`src/rtl/simplez_fetch_pkg.sv`:
```
`default_nettype none
// +------------------------------------------------------------------+
// | simplez_fetch_pkg : shared widths, opcodes and fetch FSM states  |
// | rev 1.0                                                          |
// +------------------------------------------------------------------+
package simplez_fetch_pkg;

   localparam int c_aw_default  = 9;
   localparam int c_dw_default  = 12;
   localparam int c_opw_default = 3;

   typedef enum logic [2:0] {
      OP_ST   = 3'd0,
      OP_LD   = 3'd1,
      OP_ADD  = 3'd2,
      OP_BR   = 3'd3,
      OP_BZ   = 3'd4,
      OP_CLR  = 3'd5,
      OP_DEC  = 3'd6,
      OP_HALT = 3'd7
   } opcode_e;

   typedef enum logic [2:0] {
      S_IDLE  = 3'd0,
      S_FETCH = 3'd1,
      S_VALID = 3'd2,
      S_DREAD = 3'd3,
      S_HALT  = 3'd4
   } fetch_state_e;

endpackage
`default_nettype wire

```
`src/rtl/simplez_pc.sv`:
```
`default_nettype none
// +------------------------------------------------------------------+
// | simplez_pc : program counter with increment and branch load      |
// | rev 1.0                                                          |
// +------------------------------------------------------------------+
module simplez_pc #(
   parameter int AW       = 9,
   parameter int RESET_PC = 0
) (
   input  logic          clk,
   input  logic          rstn,
   input  logic          inc,
   input  logic          load,
   input  logic [AW-1:0] load_addr,
   output logic [AW-1:0] pc
);

   logic [AW-1:0] r_pc;

   // Wrap from 2**AW-1 to 0 falls out of the fixed-width add.
   always_ff @(posedge clk or negedge rstn) begin
      if (!rstn)
         r_pc <= AW'(RESET_PC);
      else if (load)
         r_pc <= load_addr;
      else if (inc)
         r_pc <= r_pc + AW'(1);
   end

   assign pc = r_pc;

endmodule
`default_nettype wire

```
`src/rtl/simplez_fetch.sv`:
```
`default_nettype none
// +------------------------------------------------------------------+
// | simplez_fetch : Simplez fetch sequencer and memory-port mux      |
// | rev 1.0                                                          |
// +------------------------------------------------------------------+
module simplez_fetch
   import simplez_fetch_pkg::*;
#(
   parameter int AW       = c_aw_default,
   parameter int DW       = c_dw_default,
   parameter int OPW      = c_opw_default,
   parameter int RESET_PC = 0
) (
   input  logic           clk,
   input  logic           rstn,
   input  logic           start,
   output logic [AW-1:0]  mem_addr,
   output logic           mem_re,
   input  logic [DW-1:0]  mem_rdata,
   output logic           instr_valid,
   input  logic           instr_ready,
   output logic [OPW-1:0] opcode,
   output logic [AW-1:0]  cd,
   output logic [AW-1:0]  pc,
   input  logic           br_valid,
   input  logic [AW-1:0]  br_addr,
   input  logic           dreq,
   input  logic [AW-1:0]  daddr,
   output logic           dvalid,
   output logic [DW-1:0]  drdata,
   output logic           halted
);

   fetch_state_e  r_state, w_state_nxt;
   logic [DW-1:0] r_ir;
   logic [AW-1:0] r_daddr_q;
   logic [DW-1:0] r_drdata;
   logic          r_dvalid;
   logic          w_is_halt;
   logic          w_accept;
   logic          w_pc_inc;
   logic          w_pc_load;
   logic          w_dread_go;

   assign opcode    = r_ir[DW-1 -: OPW];
   assign cd        = r_ir[AW-1:0];
   assign w_is_halt = (opcode == OPW'(OP_HALT));
   assign w_accept  = (r_state == S_VALID) && instr_ready;
   assign w_pc_inc  = (r_state == S_FETCH);
   // A retiring HALT must not redirect the PC even if a branch is flagged.
   assign w_pc_load  = w_accept && br_valid && !w_is_halt;
   assign w_dread_go = (r_state == S_VALID) && !instr_ready && dreq;

   simplez_pc #(
      .AW       (AW),
      .RESET_PC (RESET_PC)
   ) u_pc (
      .clk       (clk),
      .rstn      (rstn),
      .inc       (w_pc_inc),
      .load      (w_pc_load),
      .load_addr (br_addr),
      .pc        (pc)
   );

   always_ff @(posedge clk or negedge rstn) begin
      if (!rstn)
         r_state <= S_IDLE;
      else
         r_state <= w_state_nxt;
   end

   always_comb begin
      w_state_nxt = r_state;
      mem_addr    = '0;
      mem_re      = 1'b0;
      instr_valid = 1'b0;
      halted      = 1'b0;
      case (r_state)
         S_IDLE: begin
            if (start)
               w_state_nxt = S_FETCH;
         end
         S_FETCH: begin
            mem_addr    = pc;
            mem_re      = 1'b1;
            w_state_nxt = S_VALID;
         end
         S_VALID: begin
            instr_valid = 1'b1;
            if (instr_ready)
               w_state_nxt = w_is_halt ? S_HALT : S_FETCH;
            else if (dreq)
               w_state_nxt = S_DREAD;
         end
         S_DREAD: begin
            mem_addr    = r_daddr_q;
            mem_re      = 1'b1;
            w_state_nxt = S_VALID;
         end
         S_HALT: begin
            halted = 1'b1;
         end
         default: w_state_nxt = S_IDLE;
      endcase
   end

   // Memory output is registered on the negedge, so it is settled by this posedge.
   always_ff @(posedge clk or negedge rstn) begin
      if (!rstn) begin
         r_ir      <= '0;
         r_daddr_q <= '0;
         r_drdata  <= '0;
         r_dvalid  <= 1'b0;
      end else begin
         if (r_state == S_FETCH)
            r_ir <= mem_rdata;
         if (w_dread_go)
            r_daddr_q <= daddr;
         if (r_state == S_DREAD)
            r_drdata <= mem_rdata;
         r_dvalid <= (r_state == S_DREAD);
      end
   end

   assign dvalid = r_dvalid;
   assign drdata = r_drdata;

   a_no_dreq_with_ready : assert property (
      @(posedge clk) disable iff (!rstn)
      !((r_state == S_VALID) && instr_ready && dreq)
   );

endmodule
`default_nettype wire

```
`config.mk`:
```
export PLATFORM = sky130hd
export DESIGN_NAME = simplez_fetch
export DESIGN_NICKNAME = d
export VERILOG_FILES = /design/src/rtl/simplez_fetch_pkg.sv /design/src/rtl/simplez_pc.sv /design/src/rtl/simplez_fetch.sv
export SDC_FILE = /design/constraint.sdc
export NUM_CORES = 1
export LEC_CHECK = 0
export ABC_AREA = 1
export CAP_MARGIN = 10
export CORE_MARGIN = 5
export CORE_UTILIZATION = 38
export DETAILED_ROUTE_END_ITERATION = 10
export PLACE_DENSITY_LB_ADDON = 0.05
export SYNTH_ARGS = -nofsm -noshare
export SYNTH_HDL_FRONTEND = slang
export SYNTH_SLANG_ARGS = --single-unit
```
`constraint.sdc`:
```
create_clock -name clk -period 1.5 [get_ports clk]
set_clock_uncertainty 0.2 [all_clocks]
set_input_delay 0.3 -clock clk [delete_from_list [all_inputs] [get_ports clk]]
set_output_delay 0.3 -clock clk [all_outputs]
set_load 0.01 [all_outputs]
```
# == Yosys cells after proc, flatten, opt, wreduce, memory -nomap -nowiden ==
# Index checks and enable logic that the tools add are counted.
# op_classes
addsub,1
reduce_logical,11
n_eq_ne,7
muxes,11
bitwise_logic,1
# ops
op,count
9-bit two-way mux,2
9-bit one-hot mux with 2 select lines,1
3-bit two-way mux,4
3-bit one-hot mux with 4 select lines,1
9-bit by 1-bit adder with 9-bit output (second input constant),1
3-bit by 2-bit == test with 1-bit output (second input constant),2
3-bit == test (second input constant),2
1-bit logical AND,5
3-bit by 1-bit == test with 1-bit output (second input constant),1
3-bit logical NOT,1
1-bit two-way mux,3
3-bit != test (second input constant),1
3-bit AND reduction,1
1-bit logical NOT,2
2-bit != test (second input constant),1
2-bit nonzero test,1
2-bit OR reduction,1
1-bit inverter,1
# word_totals
output_inout_bits,46
word_cells,37
input_bits,36
register_bits,46

# == Logic depth before layout (Yosys ltp) ==
# Gate-level depths: netlist of run 1.
# logic_depth
word_depth,5
depth_mapped,8
mapped_depth_nobuf,8

# == By module ==
# A second synthesis of run 1 with hierarchy kept.
# unflattened
hier_cells,267
hier_area_um2,2288.4
# modules_own_cells
module,area_per_inst_um2,cells_each,n_inst
simplez_fetch,1734.2,192,1
simplez_pc,554.3,75,1

# == Least setup slack after synthesis of run 1 ==
# No wires, ideal clock.
# synth_path
path_kind,register to output
from,reg r_state[0]
to,out mem_addr[0]
t_arrival_ns,1.151
path_stages_with_launch,6
required_ns,1.000
path_slack_ns,-0.151
cell_sequence,dfrtp_1 > inv_2 > nor2_1 > nand2_2 > clkbuf_1 > o21ai_0
# synth_via
elab_chain_cells,2
# synth_rtl
item,line_no,text
"start, declared",simplez_fetch.sv:34,"fetch_state_e r_state, w_state_nxt;"
"start signal, assigned",simplez_fetch.sv:70,r_state <= w_state_nxt;
3-bit by 2-bit == test with 1-bit output or 3-bit by 1-bit == test with 1-bit output (tied branches),simplez_fetch.sv:79,case (r_state)
9-bit one-hot mux with 2 select lines *,simplez_fetch.sv:79,
"end, declared",simplez_fetch.sv:17,"output logic [AW-1:0] mem_addr,"
# Mark *: on every way between the ends. The rest lies on a longest branch, timed or not.

# == Final worst setup path of run 1 ==
# layout_path
from,reg r_state[0]
to,out mem_addr[2]
# Same word-level chain as after synthesis.

==> results.md, run 1 <==
- Tot GR Track Use: 19.3%
- CTS sink count: 46
- Global-route wire length before repair: 11100 µm
- R2R Setup Slk: -0.19 ns
- Final TNS setup: -6.72 ns
- Register bit total from synthesis: 46
- DIE AREA: 7390 µm²
- Commonest non-fill, non-tap cell in the layout: nand2_1
- CTS Root Cell: clkbuf_8
- Core Area: 5570 µm²
- Post-Route WL: 6800 µm
- Proportion of layout cells with a drive suffix above 1: 37.8%
- Syn_area_per_cell: 8.50 µm²
- Hold Path Class: in2async
- Placed cell area: 3360 µm²
- Final Hold Vio Count: 0
- Vias in the first global route: 2168
- Final critical-path share of the clock period: 126%
- RSZ-0062 raised after global routing: true
- Outcome: finished, violations left
- Slew Viols, Final: 0
- Setup crit start kind: flop
- CP Max Fanout: 10
- Tmin final: 1.89 ns
- Wire per inst: 14.6 µm
- Worst r2r dst: u_pc.pc[4]
- CTS H-Tree Depth: 2
- CTS buffer count: 5
- Failing checks: negative setup slack
- Mapped Area: 2190 µm²
- Cell variety after synth: 24
- Antenna violations before repair: 0
- Synthesis Warnings: 0
- ANT nets after route: 0
- Worst setup path startpoint: r_state[0]
- Final net count: 430
- Worst Reg-to-Reg Cells: 8
- Power density cells: 2010 nW/µm²
- Max-Cap Viols: 0
- Seq pwr share: 28.5%
- Row count: 27
- Leak Pwr: 1.86 nW
- Vias per cell: 4.83
- GP Congestion: 0.818
- Skew-Pair Late Insertion Delay: 0.31 ns
- WS Path Type: reg2out
- Worst setup margin: -0.390 ns
- Residual DRC: 0
- Worst slack, placed: -0.437 ns
- Final HPWL DP: 4670 µm
- Post-synth net total: 295
- Tightest Pin Transition: 0.558 ns
- Final setup viols: 31
- Fillers: 452
- Sw frac: 41.0%
- Total congestion overflow: 0
- Largest net degree at the start of global routing: 36
- Slew HR: 62.7%
- Internal: 4.61 mW
- Die X: 86.0 µm
- Critical path destination: mem_addr[2]
- Initial drt markers: 128
- CTS tree: done
- Gate power share: 61.1%
- Highest Clock Rate: 529 MHz
- # IOs: 82
- Diode count: 0
- Mapped Cells: 258
- Initial Utilization: 39.3%
- Switch Pwr: 3.20 mW
- Crit. End Element: output pin
- Max Buffers Root-to-Sink: 2
- Area delta synth->final: 76.9%
- Clock-pin slew on the worst setup and hold paths: 0.10 ns
- Die Span Y: 86.0 µm
- Final core occ: 69.6%
- Via count: 2249
- Clock Power Share: 10.4%
- VDD IR-drop max: 0.927 mV
- Sequential fraction of the synthesis area: 52.5%
- Most frequent cells in the layout: nand2_1 (55), dfrtp_1 (44), clkdlybuf4s50_1 (34)
- CP required: 1.00 ns
- Port bufs: 81
- Crit path DAT: 1.39 ns
- DRT Pass-1 Iters: 4
- Final Cell Area: 3880 µm²
- Worst r2r src: r_state[0]
-- layout make-up --
class / instances / area (µm²) / area share, %
inverters: 38 / 153 / 3.93
flip-flops and latches: 46 / 1150 / 29.7
well taps: 72 / 90.1 / 2.32
multi-input cells: 170 / 1110 / 28.6
clock buffers: 5 / 68.8 / 1.77
clock inverters: 3 / 25.0 / 0.645
repair buffers: 132 / 1280 / 33.0
-- synthesized netlist by cell type (all sizes together) --
library cell	count	share of area, %
a211oi	1	0.34
a21oi	1	0.23
a22o	3	1.2
buf	6	2.2
clkbuf	2	0.34
dfrtp	46	52
ha	1	0.57
inv	38	6.5
nand2	69	12
nand3	27	7.8
nand4	2	0.57
nor2	12	2.4
nor3	1	0.23
o21ai	46	12
or2	1	0.29
xor2	2	0.80
-- power by group through the flow --
stage	Clock, mW	Sequential (mW)	Combinational [mW]
after global routing	0.892	2.31	5.20
after detailed placement	0	2.20	4.05
final	0.811	2.23	4.77
after global placement	0	2.20	3.98
after CTS	0.834	2.18	4.06
after floorplan	0	2.46	1.71
-- layer usage --
metal / up-vias / global-route usage (%) / wire length, µm
li1: 1102 / - / -
met1: 1076 / 26.4 / 3020
met2: 64 / 30.3 / 3260
met3: 7 / 4.13 / 439
met4: 0 / 6.04 / 87
met5: - / 0 / 0
-- per-stage QoR --
step                hold slack (ns)  power (mW)  std cells
floorplan                    -0.196        4.17        258
global placement             0.0706        6.17        430
detailed placement           0.0772        6.24        430
CTS                           0.277        7.08        451
global route                  0.291        8.40        466
finish                        0.261        7.81        466
-- cells by family after synthesis --
kind of cell / count (synthesis) / synth area share, %
fa+ha+maj: 1 / 0.570
xor+xnor: 2 / 0.799
buf+inv: 46 / 9.07
compound gates: 51 / 13.8
simple gates: 112 / 23.3
flops: 46 / 52.5
-- what timing repair did --
action / in CTS / in global routing
resized for setup: 145 / 77
buffers inserted: 8 / 18
pin swaps: 4 / 8
setup endpoints to repair: 65 / 76
hold endpoints to repair: 15 / 0
hold buffers: 1 / 0
gates cloned: 4 / 0
-- sequential cells by signal (all words and copies together) (netlist names) --
| register | cells |
|---|---|
| u_pc.pc | 9 |
| r_state | 3 |
| dvalid | 1 |
| r_daddr_q | 9 |
| drdata | 12 |
| r_ir | 12 |
-- worst max-delay path, stage by stage (launching register included) --
cell and delay [ns]:
dfrtp_2 0.44, buf_4 0.14, nand3_2 0.09, inv_4 0.07, a22o_1 0.20, buf_2 0.13
-- worst min-delay path by stage --
stage / cells after the start / slack [ns] / to
finish: 2 / 0.26 / drdata[9]
global route: 2 / 0.29 / drdata[9]
CTS: 2 / 0.28 / drdata[9]
detailed placement: 1 / 0.08 / drdata[11]
global placement: 1 / 0.07 / drdata[11]
floorplan: 0 / -0.20 / drdata[0]
No activity file was read; power rests on OpenSTA's default activity.
==> run 2: changes to the inputs <==
Settings changed: GPL_TIMING_DRIVEN from default to 0, REMOVE_ABC_BUFFERS from default to 1.
==> results.md, run 2 (synthesis gave the netlist of run 1 again) <==
- Outcome: finished, violations left
- Failing checks: negative setup slack
- GP Congestion: 0.760 (-7.0%)
- Leak Pwr: 1.85 nW (-0.73%)
- Final critical-path share of the clock period: 131% (+5.3 points)
- Placed cell area: 3050 µm² (-9.2%)
- Slew HR: 69.2% (+6.6 points)
- Row count: 27 (unchanged)
- Commonest non-fill, non-tap cell in the layout: nand2_1
- Crit. End Element: output pin
- Final HPWL DP: 3890 µm (-17%)
- Vias in the first global route: 2196 (+1.3%)
- Antenna violations before repair: 0 (unchanged)
- R2R Setup Slk: -0.27 ns (-0.08 ns)
- Highest Clock Rate: 508 MHz (-4.1%)
- Slew Viols, Final: 0 (unchanged)
- CTS H-Tree Depth: 2 (unchanged)
- ANT nets after route: 0 (unchanged)
- WL met3: 539 µm (+23%)
- Power density cells: 2020 nW/µm² (+0.57%)
- Die Span Y: 86.0 µm (unchanged)
- CTS sink count: 46 (unchanged)
- Worst r2r src: r_state[2]
- Top layer in use: met4
- Die X: 86.0 µm (unchanged)
- Proportion of layout cells with a drive suffix above 1: 35.4% (-2.4 points)
- Skew-Pair Late Insertion Delay: 0.30 ns (about the same)
- VDD IR-drop max: 1.18 mV (+27%)
- Worst Reg-to-Reg Cells: 10 (+2)
- CP required: 1.00 ns (about the same)
- Total congestion overflow: 0 (unchanged)
- RSZ-0062 raised after global routing: true
- WL met2: 3490 µm (+7.1%)
- Largest net degree at the start of global routing: 30 (-17%)
- Final core occ: 67.7% (-1.9 points)
- # IOs: 82 (unchanged)
- Via count: 2261 (+0.53%)
- Global-route wire length before repair: 11300 µm (+2.4%)
- Clock-pin slew on the worst setup and hold paths: 0.09 ns (about the same)
- Diode count: 0 (unchanged)
- Fillers: 473 (+4.6%)
- Most frequent cells in the layout: nand2_1 (49), dfrtp_1 (41), buf_4 (36)
- Crit path DAT: 1.47 ns (+0.08 ns)
- Fin cells: 467 (+0.21%)
- Initial Utilization: 39.3% (unchanged)
- DRT Pass-1 Iters: 4 (unchanged)
- Tightest Pin Transition: 0.462 ns (-0.0967 ns)
- Worst setup margin: -0.470 ns (-0.0800 ns)
- Worst r2r dst: u_pc.pc[6]
- Final net count: 431 (+0.23%)
- Final setup viols: 44 (+42%)
- Final Cell Area: 3770 µm² (-2.8%)
- Setup crit start kind: flop
- CTS buffer count: 5 (unchanged)
- Wire per inst: 15.5 µm (+6.1%)
- Tot GR Track Use: 19.5% (+0.28 points)
- Post-Route WL: 7230 µm (+6.3%)
- Area delta synth->final: 72.0%
- Core Area: 5570 µm² (unchanged)
- Dpl cells: 404 (-6.0%)
- Initial drt markers: 97 (-24%)
- Tmin final: 1.97 ns (+0.0800 ns)
- Worst hold margin: 0.271 ns (+0.00917 ns)
- WS Path Type: reg2out
- Final Hold Vio Count: 0 (unchanged)
- Vias per cell: 4.84 (+0.32%)
- Met1 wire length: 3150 µm (+4.4%)
- Residual DRC: 0 (unchanged)
- Hold Path Class: in2async
- CTS Root Cell: clkbuf_8
- Total power: 7.63 mW (-2.2%)
- CTS tree: done
- Max-Cap Viols: 0 (unchanged)
- Port bufs: 81 (unchanged)
- DIE AREA: 7390 µm² (unchanged)
- CP Max Fanout: 5 (-5)
- Max Buffers Root-to-Sink: 2 (unchanged)
run 2: per-layer routing:
metal	up-vias	GRT usage (%)
li1	1107	-
met4	0	3.45
met1	1081	25.8
met2	69	32.1
met5	-	0
met3	4	5.76
run 2: timing repair:
action                                 CTS  global route
buffers inserted                        38            14
setup endpoints to repair               89            82
pin swaps                                7             4
resized for setup                      145            55
endpoints found under the hold margin   17             0
hold buffers                             1             0
gates cloned                             4             2
run 2: critical path, stage by stage (launching register included):
cell and delay [ns]:
dfrtp_1 0.42, inv_4 0.13, nand3_4 0.15, inv_8 0.11, nand2_1 0.06, o21ai_0 0.11
buf_2 0.18
run 2: worst max path at each step:
stage / slack (ns) / endpoint / startpoint / cells past startpoint
after floorplan: -0.37 / mem_addr[1] / r_state[0] / 5
after global placement: -1.44 / r_ir[0] / rstn / 1
after detailed placement: -1.41 / mem_addr[8] / r_state[2] / 6
after CTS: -0.45 / mem_addr[4] / r_state[0] / 7
after global routing: -0.53 / mem_addr[8] / r_state[2] / 6
final: -0.47 / mem_addr[8] / r_state[2] / 6
run 2: report_power, final:
part	switching, mW	internal, mW	total [mW]
Sequential	0.379	1.84	2.22
Combinational	2.32	2.14	4.45
Clock	0.456	0.500	0.956
run 2: final cells by class:
class                   instances  area, µm²  area share (%)
inverters                      38        159            4.21
clock buffers                   5       68.8            1.82
flip-flops and latches         46       1160            30.7
repair inverters                1       6.26           0.166
well taps                      72       90.1            2.39
clock inverters                 3       43.8            1.16
repair buffers                131       1180            31.3
multi-input cells             171       1060            28.2
run 2: through the flow:
stage               setup WS (ns)  TNS (ns)
floorplan                  -0.368     -3.84
global placement            -1.44    -90.56
detailed placement          -1.41    -25.94
CTS                        -0.448     -7.01
global route               -0.526    -12.45
finish                     -0.470     -9.68
